## config.mk

```make
export PLATFORM = sky130hd
export DESIGN_NAME = node_mac_seq_flat
export DESIGN_NICKNAME = d
export VERILOG_FILES = /design/src/rtl/node_pkg.sv /design/src/rtl/node_mac_seq_if.sv /design/src/rtl/node_act.sv /design/src/rtl/node_mac_seq.sv /design/src/flat_wrapper.sv
export SDC_FILE = /design/constraint.sdc
export NUM_CORES = 2
export LEC_CHECK = 0
export CAP_MARGIN = 20
export CORE_ASPECT_RATIO = 1.75
export CORE_MARGIN = 10
export CORE_UTILIZATION = 40
export DETAILED_ROUTE_END_ITERATION = 10
export HOLD_SLACK_MARGIN = 0.06
export PLACE_DENSITY_LB_ADDON = 0.25
export RECOVER_POWER = 25
export SYNTH_ARGS = -nofsm -noshare
export SYNTH_HDL_FRONTEND = slang
export SYNTH_SLANG_ARGS = --single-unit
```

## constraint.sdc

```tcl
create_clock -name clk -period 9.5 [get_ports clk]
set_input_delay 1.425 -clock clk [delete_from_list [all_inputs] [get_ports clk]]
set_output_delay 1.425 -clock clk [all_outputs]
set_load 0.05 [all_outputs]
```

## src/rtl/node_pkg.sv

```systemverilog
// Shared types and defaults for the time-multiplexed neuron blocks.
//   state_t      : sequencer states IDLE -> MAC -> ACT -> HOLD
//   ACT_RELU/LIN : activation mode encodings
//   *_D          : default widths used by the interface and the top
package node_pkg;

    typedef enum logic [1:0] {
        IDLE = 2'd0,
        MAC  = 2'd1,
        ACT  = 2'd2,
        HOLD = 2'd3
    } state_t;

    localparam logic ACT_RELU = 1'b0;
    localparam logic ACT_LIN  = 1'b1;

    localparam int unsigned N_IN_D  = 10;
    localparam int unsigned DW_D    = 24;
    localparam int unsigned WW_D    = 24;
    localparam int unsigned ACC_W_D = 48;
    localparam int unsigned SHIFT_D = 5;
    localparam int unsigned OUT_W_D = 8;

endpackage

```

## src/rtl/node_mac_seq_if.sv

```systemverilog
// Bus bundle for one neuron: input vector handshake, weight write port and
// result handshake. master = upstream/controller side, slave = neuron side.
//   in_valid/in_ready/in_data/act_mode : input vector handshake
//   w_we/w_addr/w_data/w_drop          : weight/bias write port
//   out_valid/out_ready/out_data       : result handshake
interface node_mac_seq_if
    import node_pkg::*;
#(
    parameter int unsigned N_IN  = N_IN_D,
    parameter int unsigned DW    = DW_D,
    parameter int unsigned WW    = WW_D,
    parameter int unsigned OUT_W = OUT_W_D
);
    localparam int unsigned AW = $clog2(N_IN + 1);

    logic                   in_valid;
    logic                   in_ready;
    logic [N_IN*DW-1:0]     in_data;
    logic                   act_mode;
    logic                   w_we;
    logic [AW-1:0]          w_addr;
    logic signed [WW-1:0]   w_data;
    logic                   w_drop;
    logic                   out_valid;
    logic                   out_ready;
    logic [OUT_W-1:0]       out_data;

    modport master (
        output in_valid, in_data, act_mode, w_we, w_addr, w_data, out_ready,
        input  in_ready, w_drop, out_valid, out_data
    );

    modport slave (
        input  in_valid, in_data, act_mode, w_we, w_addr, w_data, out_ready,
        output in_ready, w_drop, out_valid, out_data
    );

endinterface

```

## src/rtl/node_act.sv

```systemverilog
// Combinational activation / saturation of a signed accumulator.
//   i_acc    : signed accumulator
//   i_mode   : ACT_RELU -> unsigned ReLU with saturation, ACT_LIN -> signed clamp
//   o_data_c : activated OUT_W-bit result (combinational)
module node_act
    import node_pkg::*;
#(
    parameter int unsigned ACC_W = ACC_W_D,
    parameter int unsigned SHIFT = SHIFT_D,
    parameter int unsigned OUT_W = OUT_W_D
) (
    input  logic signed [ACC_W-1:0] i_acc,
    input  logic                    i_mode,
    output logic [OUT_W-1:0]        o_data_c
);

    // Largest accumulator value representable in the unsigned output window.
    localparam logic signed [ACC_W-1:0] MAXU =
        ACC_W'((64'd1 << (SHIFT + OUT_W)) - 64'd1);
    // Signed output range after the arithmetic shift.
    localparam logic signed [ACC_W-1:0] MAXS =
        ACC_W'((64'd1 << (OUT_W - 1)) - 64'd1);
    localparam logic signed [ACC_W-1:0] MINS = ~MAXS;

    logic signed [ACC_W-1:0] w_shr;

    assign w_shr = i_acc >>> SHIFT;

    // Select activation; comparisons are full-width so nothing wraps before clamping.
    always_comb begin
        o_data_c = '0;
        if (i_mode == ACT_RELU) begin
            if (i_acc[ACC_W-1]) begin
                o_data_c = '0;
            end else if (i_acc > MAXU) begin
                o_data_c = '1;
            end else begin
                o_data_c = i_acc[SHIFT+OUT_W-1:SHIFT];
            end
        end else begin
            if (w_shr > MAXS) begin
                o_data_c = {1'b0, {(OUT_W-1){1'b1}}};
            end else if (w_shr < MINS) begin
                o_data_c = {1'b1, {(OUT_W-1){1'b0}}};
            end else begin
                o_data_c = w_shr[OUT_W-1:0];
            end
        end
    end

endmodule

```

## src/rtl/node_mac_seq.sv

```systemverilog
// Time-multiplexed fixed-point neuron: latches an N_IN vector, accumulates
// one product per cycle through a single multiplier starting from the bias,
// then activates and holds the result until accepted.
//   clk   : rising-edge clock
//   reset : synchronous active-low reset
//   bus   : node_mac_seq_if.slave (vector in, weight writes, result out)
module node_mac_seq
    import node_pkg::*;
#(
    parameter int unsigned N_IN  = N_IN_D,
    parameter int unsigned DW    = DW_D,
    parameter int unsigned WW    = WW_D,
    parameter int unsigned ACC_W = ACC_W_D,
    parameter int unsigned SHIFT = SHIFT_D,
    parameter int unsigned OUT_W = OUT_W_D
) (
    input logic           clk,
    input logic           reset,
    node_mac_seq_if.slave bus
);

    localparam int unsigned AW = $clog2(N_IN + 1);
    localparam int unsigned PW = DW + WW;

    state_t                  r_state;
    state_t                  w_state_nxt;
    logic signed [DW-1:0]    r_in [N_IN];
    logic signed [WW-1:0]    r_w  [N_IN+1];
    logic                    r_mode;
    logic signed [ACC_W-1:0] r_acc;
    logic [AW-1:0]           r_idx;
    logic                    r_in_ready;
    logic                    r_out_valid;
    logic [OUT_W-1:0]        r_out_data;
    logic                    r_w_drop;

    logic                    w_wr_ok;
    logic                    w_last;
    logic signed [WW-1:0]    w_bias;
    logic signed [PW-1:0]    w_prod;
    logic [OUT_W-1:0]        w_act;

    assign w_wr_ok = bus.w_we && (r_state == IDLE) && (bus.w_addr <= AW'(N_IN));
    assign w_last  = (r_idx == AW'(N_IN - 1));

    // A bias write in the handshake cycle must seed the accumulator directly.
    assign w_bias  = (w_wr_ok && (bus.w_addr == AW'(N_IN))) ? bus.w_data : r_w[N_IN];

    assign w_prod  = PW'(r_in[r_idx]) * PW'(r_w[r_idx]);

    node_act #(
        .ACC_W (ACC_W),
        .SHIFT (SHIFT),
        .OUT_W (OUT_W)
    ) u_act (
        .i_acc    (r_acc),
        .i_mode   (r_mode),
        .o_data_c (w_act)
    );

    // State register.
    always_ff @(posedge clk) begin
        if (!reset) begin
            r_state <= IDLE;
        end else begin
            r_state <= w_state_nxt;
        end
    end

    // Next-state logic.
    always_comb begin
        w_state_nxt = r_state;
        unique case (r_state)
            IDLE:    if (bus.in_valid)  w_state_nxt = MAC;
            MAC:     if (w_last)        w_state_nxt = ACT;
            ACT:                        w_state_nxt = HOLD;
            HOLD:    if (bus.out_ready) w_state_nxt = IDLE;
            default:                    w_state_nxt = IDLE;
        endcase
    end

    // Datapath, weight register file and registered outputs.
    always_ff @(posedge clk) begin
        if (!reset) begin
            for (int i = 0; i < int'(N_IN); i++) r_in[i] <= '0;
            for (int i = 0; i <= int'(N_IN); i++) r_w[i] <= '0;
            r_mode      <= ACT_RELU;
            r_acc       <= '0;
            r_idx       <= '0;
            r_in_ready  <= 1'b1;
            r_out_valid <= 1'b0;
            r_out_data  <= '0;
            r_w_drop    <= 1'b0;
        end else begin
            r_w_drop   <= bus.w_we && !w_wr_ok;
            r_in_ready <= (w_state_nxt == IDLE);
            if (w_wr_ok) begin
                r_w[bus.w_addr] <= bus.w_data;
            end
            unique case (r_state)
                IDLE: begin
                    if (bus.in_valid) begin
                        for (int i = 0; i < int'(N_IN); i++) begin
                            r_in[i] <= bus.in_data[i*DW +: DW];
                        end
                        r_mode <= bus.act_mode;
                        r_acc  <= ACC_W'(w_bias);
                        r_idx  <= '0;
                    end
                end
                MAC: begin
                    r_acc <= r_acc + ACC_W'(w_prod);
                    r_idx <= r_idx + AW'(1);
                end
                ACT: begin
                    r_out_data  <= w_act;
                    r_out_valid <= 1'b1;
                end
                HOLD: begin
                    if (bus.out_ready) r_out_valid <= 1'b0;
                end
                default: ;
            endcase
        end
    end

    assign bus.in_ready  = r_in_ready;
    assign bus.out_valid = r_out_valid;
    assign bus.out_data  = r_out_data;
    assign bus.w_drop    = r_w_drop;

endmodule

```

## src/flat_wrapper.sv

```systemverilog
// flat-port wrapper written by rule: the top's interface ports become plain ports
module node_mac_seq_flat import node_pkg::*;
#(
    parameter int unsigned N_IN  = N_IN_D,
    parameter int unsigned DW    = DW_D,
    parameter int unsigned WW    = WW_D,
    parameter int unsigned ACC_W = ACC_W_D,
    parameter int unsigned SHIFT = SHIFT_D,
    parameter int unsigned OUT_W = OUT_W_D
)
  (clk, reset, bus_in_valid, bus_in_data, bus_act_mode, bus_w_we, bus_w_addr, bus_w_data, bus_out_ready, bus_in_ready, bus_w_drop, bus_out_valid, bus_out_data);
  node_mac_seq_if #(.N_IN(N_IN), .DW(DW), .WW(WW), .OUT_W(OUT_W)) bus_i ();
  input logic clk;
  input logic reset;
  input wire logic [$bits(bus_i.in_valid)-1:0] bus_in_valid;
  input wire logic [$bits(bus_i.in_data)-1:0] bus_in_data;
  input wire logic [$bits(bus_i.act_mode)-1:0] bus_act_mode;
  input wire logic [$bits(bus_i.w_we)-1:0] bus_w_we;
  input wire logic [$bits(bus_i.w_addr)-1:0] bus_w_addr;
  input wire logic [$bits(bus_i.w_data)-1:0] bus_w_data;
  input wire logic [$bits(bus_i.out_ready)-1:0] bus_out_ready;
  output wire logic [$bits(bus_i.in_ready)-1:0] bus_in_ready;
  output wire logic [$bits(bus_i.w_drop)-1:0] bus_w_drop;
  output wire logic [$bits(bus_i.out_valid)-1:0] bus_out_valid;
  output wire logic [$bits(bus_i.out_data)-1:0] bus_out_data;
  assign bus_i.in_valid = bus_in_valid;
  assign bus_i.in_data = bus_in_data;
  assign bus_i.act_mode = bus_act_mode;
  assign bus_i.w_we = bus_w_we;
  assign bus_i.w_addr = bus_w_addr;
  assign bus_i.w_data = bus_w_data;
  assign bus_i.out_ready = bus_out_ready;
  assign bus_in_ready = bus_i.in_ready;
  assign bus_w_drop = bus_i.w_drop;
  assign bus_out_valid = bus_i.out_valid;
  assign bus_out_data = bus_i.out_data;
  node_mac_seq #(.N_IN(N_IN), .DW(DW), .WW(WW), .ACC_W(ACC_W), .SHIFT(SHIFT), .OUT_W(OUT_W)) u_core (.clk(clk), .reset(reset), .bus(bus_i));
endmodule
```

==> implementation parameters <==
Parameter                              Value

Critical path
  Critical path's slowest cell    sky130_fd_sc_hd__fa_1
  Classification of the worst setup path    flip-flop to flip-flop
  Data required time at the worst endpoint    10.04 ns
  Register-to-Register Path Depth    30
  Reg2reg setup slack    0.31 ns
  Data arrival, critical path    9.73 ns
  Nature of the critical path endpoint    flip-flop
  Maximum fanout along the worst path    22
  Most used cell, CP    sky130_fd_sc_hd__fa_1
  Kind of launch point of the worst setup path    flip-flop
  Worst reg2reg endpoint    u_core.r_acc[40]$_SDFFE_PN0P_
  Max incr delay on CP    around 0.6 ns

Yosys
  Flip-flop cell with the highest count after synthesis    sky130_fd_sc_hd__edfxtp_1
  Proportion of synthesized area in mux cells    0.0832
  Number of enable-type register cells in the synthesized netlist    600
  Fraction of the yosys area taken by sequential cells    0.379
  Combined area of all synthesized cells    0.0525 mm²
  Share of the synthesized area in compound gates (AO/OA/AOI/OAI)    0.0442
  Flops & latches, synth    694
  Combinational family with the most area after synthesis    adder cells
  Mean instance size in the synthesized netlist    11.5 µm²
  Cell variety after synth    70
  Warnings from Yosys    0
  Parity-gate share of the synthesized area counting xor and xnor cells    0.00918
  FFs w/ async S/R, synth    0
  Fraction of the mapped netlist area in simple logic gates    0.123
  Post-Syn Instances    4576
  Post-synthesis adder-cell area fraction    0.287

Detailed routing
  ANT nets after route    0
  Via density per instance    5.19
  # DRC    0
  Number of DRC markers in iteration 0    between 2k and 2.5k
  Via count    between 30k and 40k
  TritonRoute pass-1 iters    6
  Wire per inst    between 20 and 25 µm
  Wire length reported by the detailed router    158 mm

Timing
  Final period util    0.968
  Final count of pins violating max slew    501
  Final total negative setup slack    0 ns
  Highest Clock Rate    109 MHz
  Hold Violations, Final    0
  Max Clock Skew    0.0515 ns
  Slew at the pin closest to its max-slew limit    3.17 ns
  Unrepaired setup endpoints after global routing    no
  Clock period minus worst slack    9.19 ns
  Setup Viol. Count Final    0
  Max transition margin    -1.11

Place
  GPL Wtd Cong    0.954
  IO Port Bufs    284
  Final HPWL from detailed placement    approximately 130 mm

Die
  Initial Util    0.403
  Die area    0.147 mm²
  Top-level I/O count    285
  Total core area    0.130 mm²
  Std-Cell Rows    175
  Die width    294 µm
  Die Span Y    499 µm

Job
  Reported max-cap violation count    7

Finish
  Commonest non-fill, non-tap cell in the layout    sky130_fd_sc_hd__inv_1
  Layout cell share with drive strength beyond 1    0.0933
  Synthesis-to-layout area growth    14.6%
  Layout net count    slightly above 6k
  Commonest cells after routing, fill and taps aside    sky130_fd_sc_hd__inv_1 (785), sky130_fd_sc_hd__fa_1 (651), sky130_fd_sc_hd__edfxtp_1 (600), sky130_fd_sc_hd__nand2_1 (563), sky130_fd_sc_hd__nor2_1 (358)

CTS
  Number of hold-repair buffers added at the cts stage    0
  Maximum clock insertion buffer count    3
  CTS Buf Count    55
  Clock latency reported for the late side of the worst-skew pair    between 0.6 and 0.7 ns
  Clock transition at the registers of the reported paths    0.08 ns
  TritonCTS clock tree    built
  H-Tree Depth    2
  Count of clock tree sinks    694
  Post-cts sizing count    0
  CTS root buf    sky130_fd_sc_hd__clkbuf_16
  Setup Buffers After CTS    0

Status
  Failing checks    capacitance limit, slew limit
  Status    finished, violations left

Hold path
  Min-Delay Path Depth    2
  Hold EP    u_core.r_w[10][18]$_SDFFE_PN0P_
  Beginning of the worst hold path    u_core.r_w[10][18]$_SDFFE_PN0P_
  Hold Crit Class    flip-flop to flip-flop

Global route
  Met3 layer usage reported by global route    0.0340
  First-pass GRT wire length    237 mm
  Largest net degree at the start of global routing    142
  Vias in the first global route    38.3k
  GRT Resource Usage Total    0.217
  Initial antenna violation count    14
  Peak-usage layer in the global routing report    met2
  GR Overflow Total    0
  GR Util met2    0.410
  M1 GR Usage    0.230
[sequential cells by signal (all words and copies together) (netlist names), named ones only]
signal                count
u_core.bus.out_valid      1
u_core.r_mode             1
u_core.r_state            2
u_core.bus.in_ready       1
u_core.r_idx              4
u_core.bus.out_data       8
u_core.bus.w_drop         1
u_core.r_w              384
u_core.r_in             240
u_core.r_acc             48
[worst max-delay path, delay by kind of cell (launching register included)]
family,cells,cell delay (ns)
AOI/OAI and AO/OA,8,1.98
xor gates and xnor gates,1,0.30
adders and majority gates,8,3.86
buffers and inverters,9,1.31
DFF,1,0.50
muxes,2,0.77
and+or+nand+nor,2,0.31
[synth_stat cells, drive strengths merged, types with 21 or more instances]
cell	number	area, µm²
nor2b	53	332
buf	81	398
nand2	571	2140
fa	651	13000
nand3	33	165
nand4	28	175
o211ai	21	163
inv	785	2950
nor2	360	1350
clkbuf	147	553
edfxtp	600	18000
a211oi	25	188
mux2i	56	561
xnor2	38	333
ha	161	2010
and2	316	1980
a21oi	95	509
mux4	159	3580
o21ai	98	517
a21o	22	165
a21boi	24	184
dfxtp	94	1880
[cell families (layout without fill, tap and decap cells)]
family,count (synthesis),count (layout)
other cells,1,129
xor+xnor,55,55
fa+ha+maj,812,812
simple gates,1414,1414
compound gates,352,352
buf+inv,1013,1334
mux,235,235
flops,694,694
[per-layer routing]
metal / vias to the layer above / wire (µm)
li1: 15442 / -
met1: 17969 / 53800
met2: 1083 / 87200
met3: 327 / 8840
met4: 6 / 8500
met5: - / 46
[layout make-up]
type	instances	area, µm²
Timing Repair Buffer	446	4180
Sequential cell	694	19900
Tap cell	1681	2100
Multi-Input combinational cell	2988	29200
Clock buffer	74	1500
Antenna cell	9	22.5
Fill cell	11952	70100
Inverter	785	2950
Clock inverter	29	254
[worst max path at each step]
stage                         start  cells past startpoint                       endpoint
final                     flip-flop                     30  u_core.r_acc[40]$_SDFFE_PN0P_
after global placement    flip-flop                     30  u_core.r_acc[37]$_SDFFE_PN0P_
after detailed placement  flip-flop                     30  u_core.r_acc[40]$_SDFFE_PN0P_
after CTS                 flip-flop                     30  u_core.r_acc[40]$_SDFFE_PN0P_
after floorplan           flip-flop                     26  u_core.r_acc[46]$_SDFFE_PN0P_
after global routing      flip-flop                     32  u_core.r_acc[40]$_SDFFE_PN0P_
[metrics by stage]
step / setup slack [ns] / hold WS (ns) / util / instance area (µm²) / cells
after floorplan: 1.15 / 0.440 / - / 52900 / 4695
after global placement: 0.186 / 0.452 / 0.448 / 58400 / 6591
after detailed placement: 0.363 / 0.459 / 0.448 / 58400 / 6592
after CTS: 0.320 / 0.470 / 0.462 / 60200 / 6695
after global routing: 0.0764 / 0.503 / 0.462 / 60200 / 6703
final: 0.308 / 0.472 / 0.462 / 60200 / 6706
Power is not shown: default switching activity piles up to over one toggle a cycle in this logic, so the estimate is an artifact.
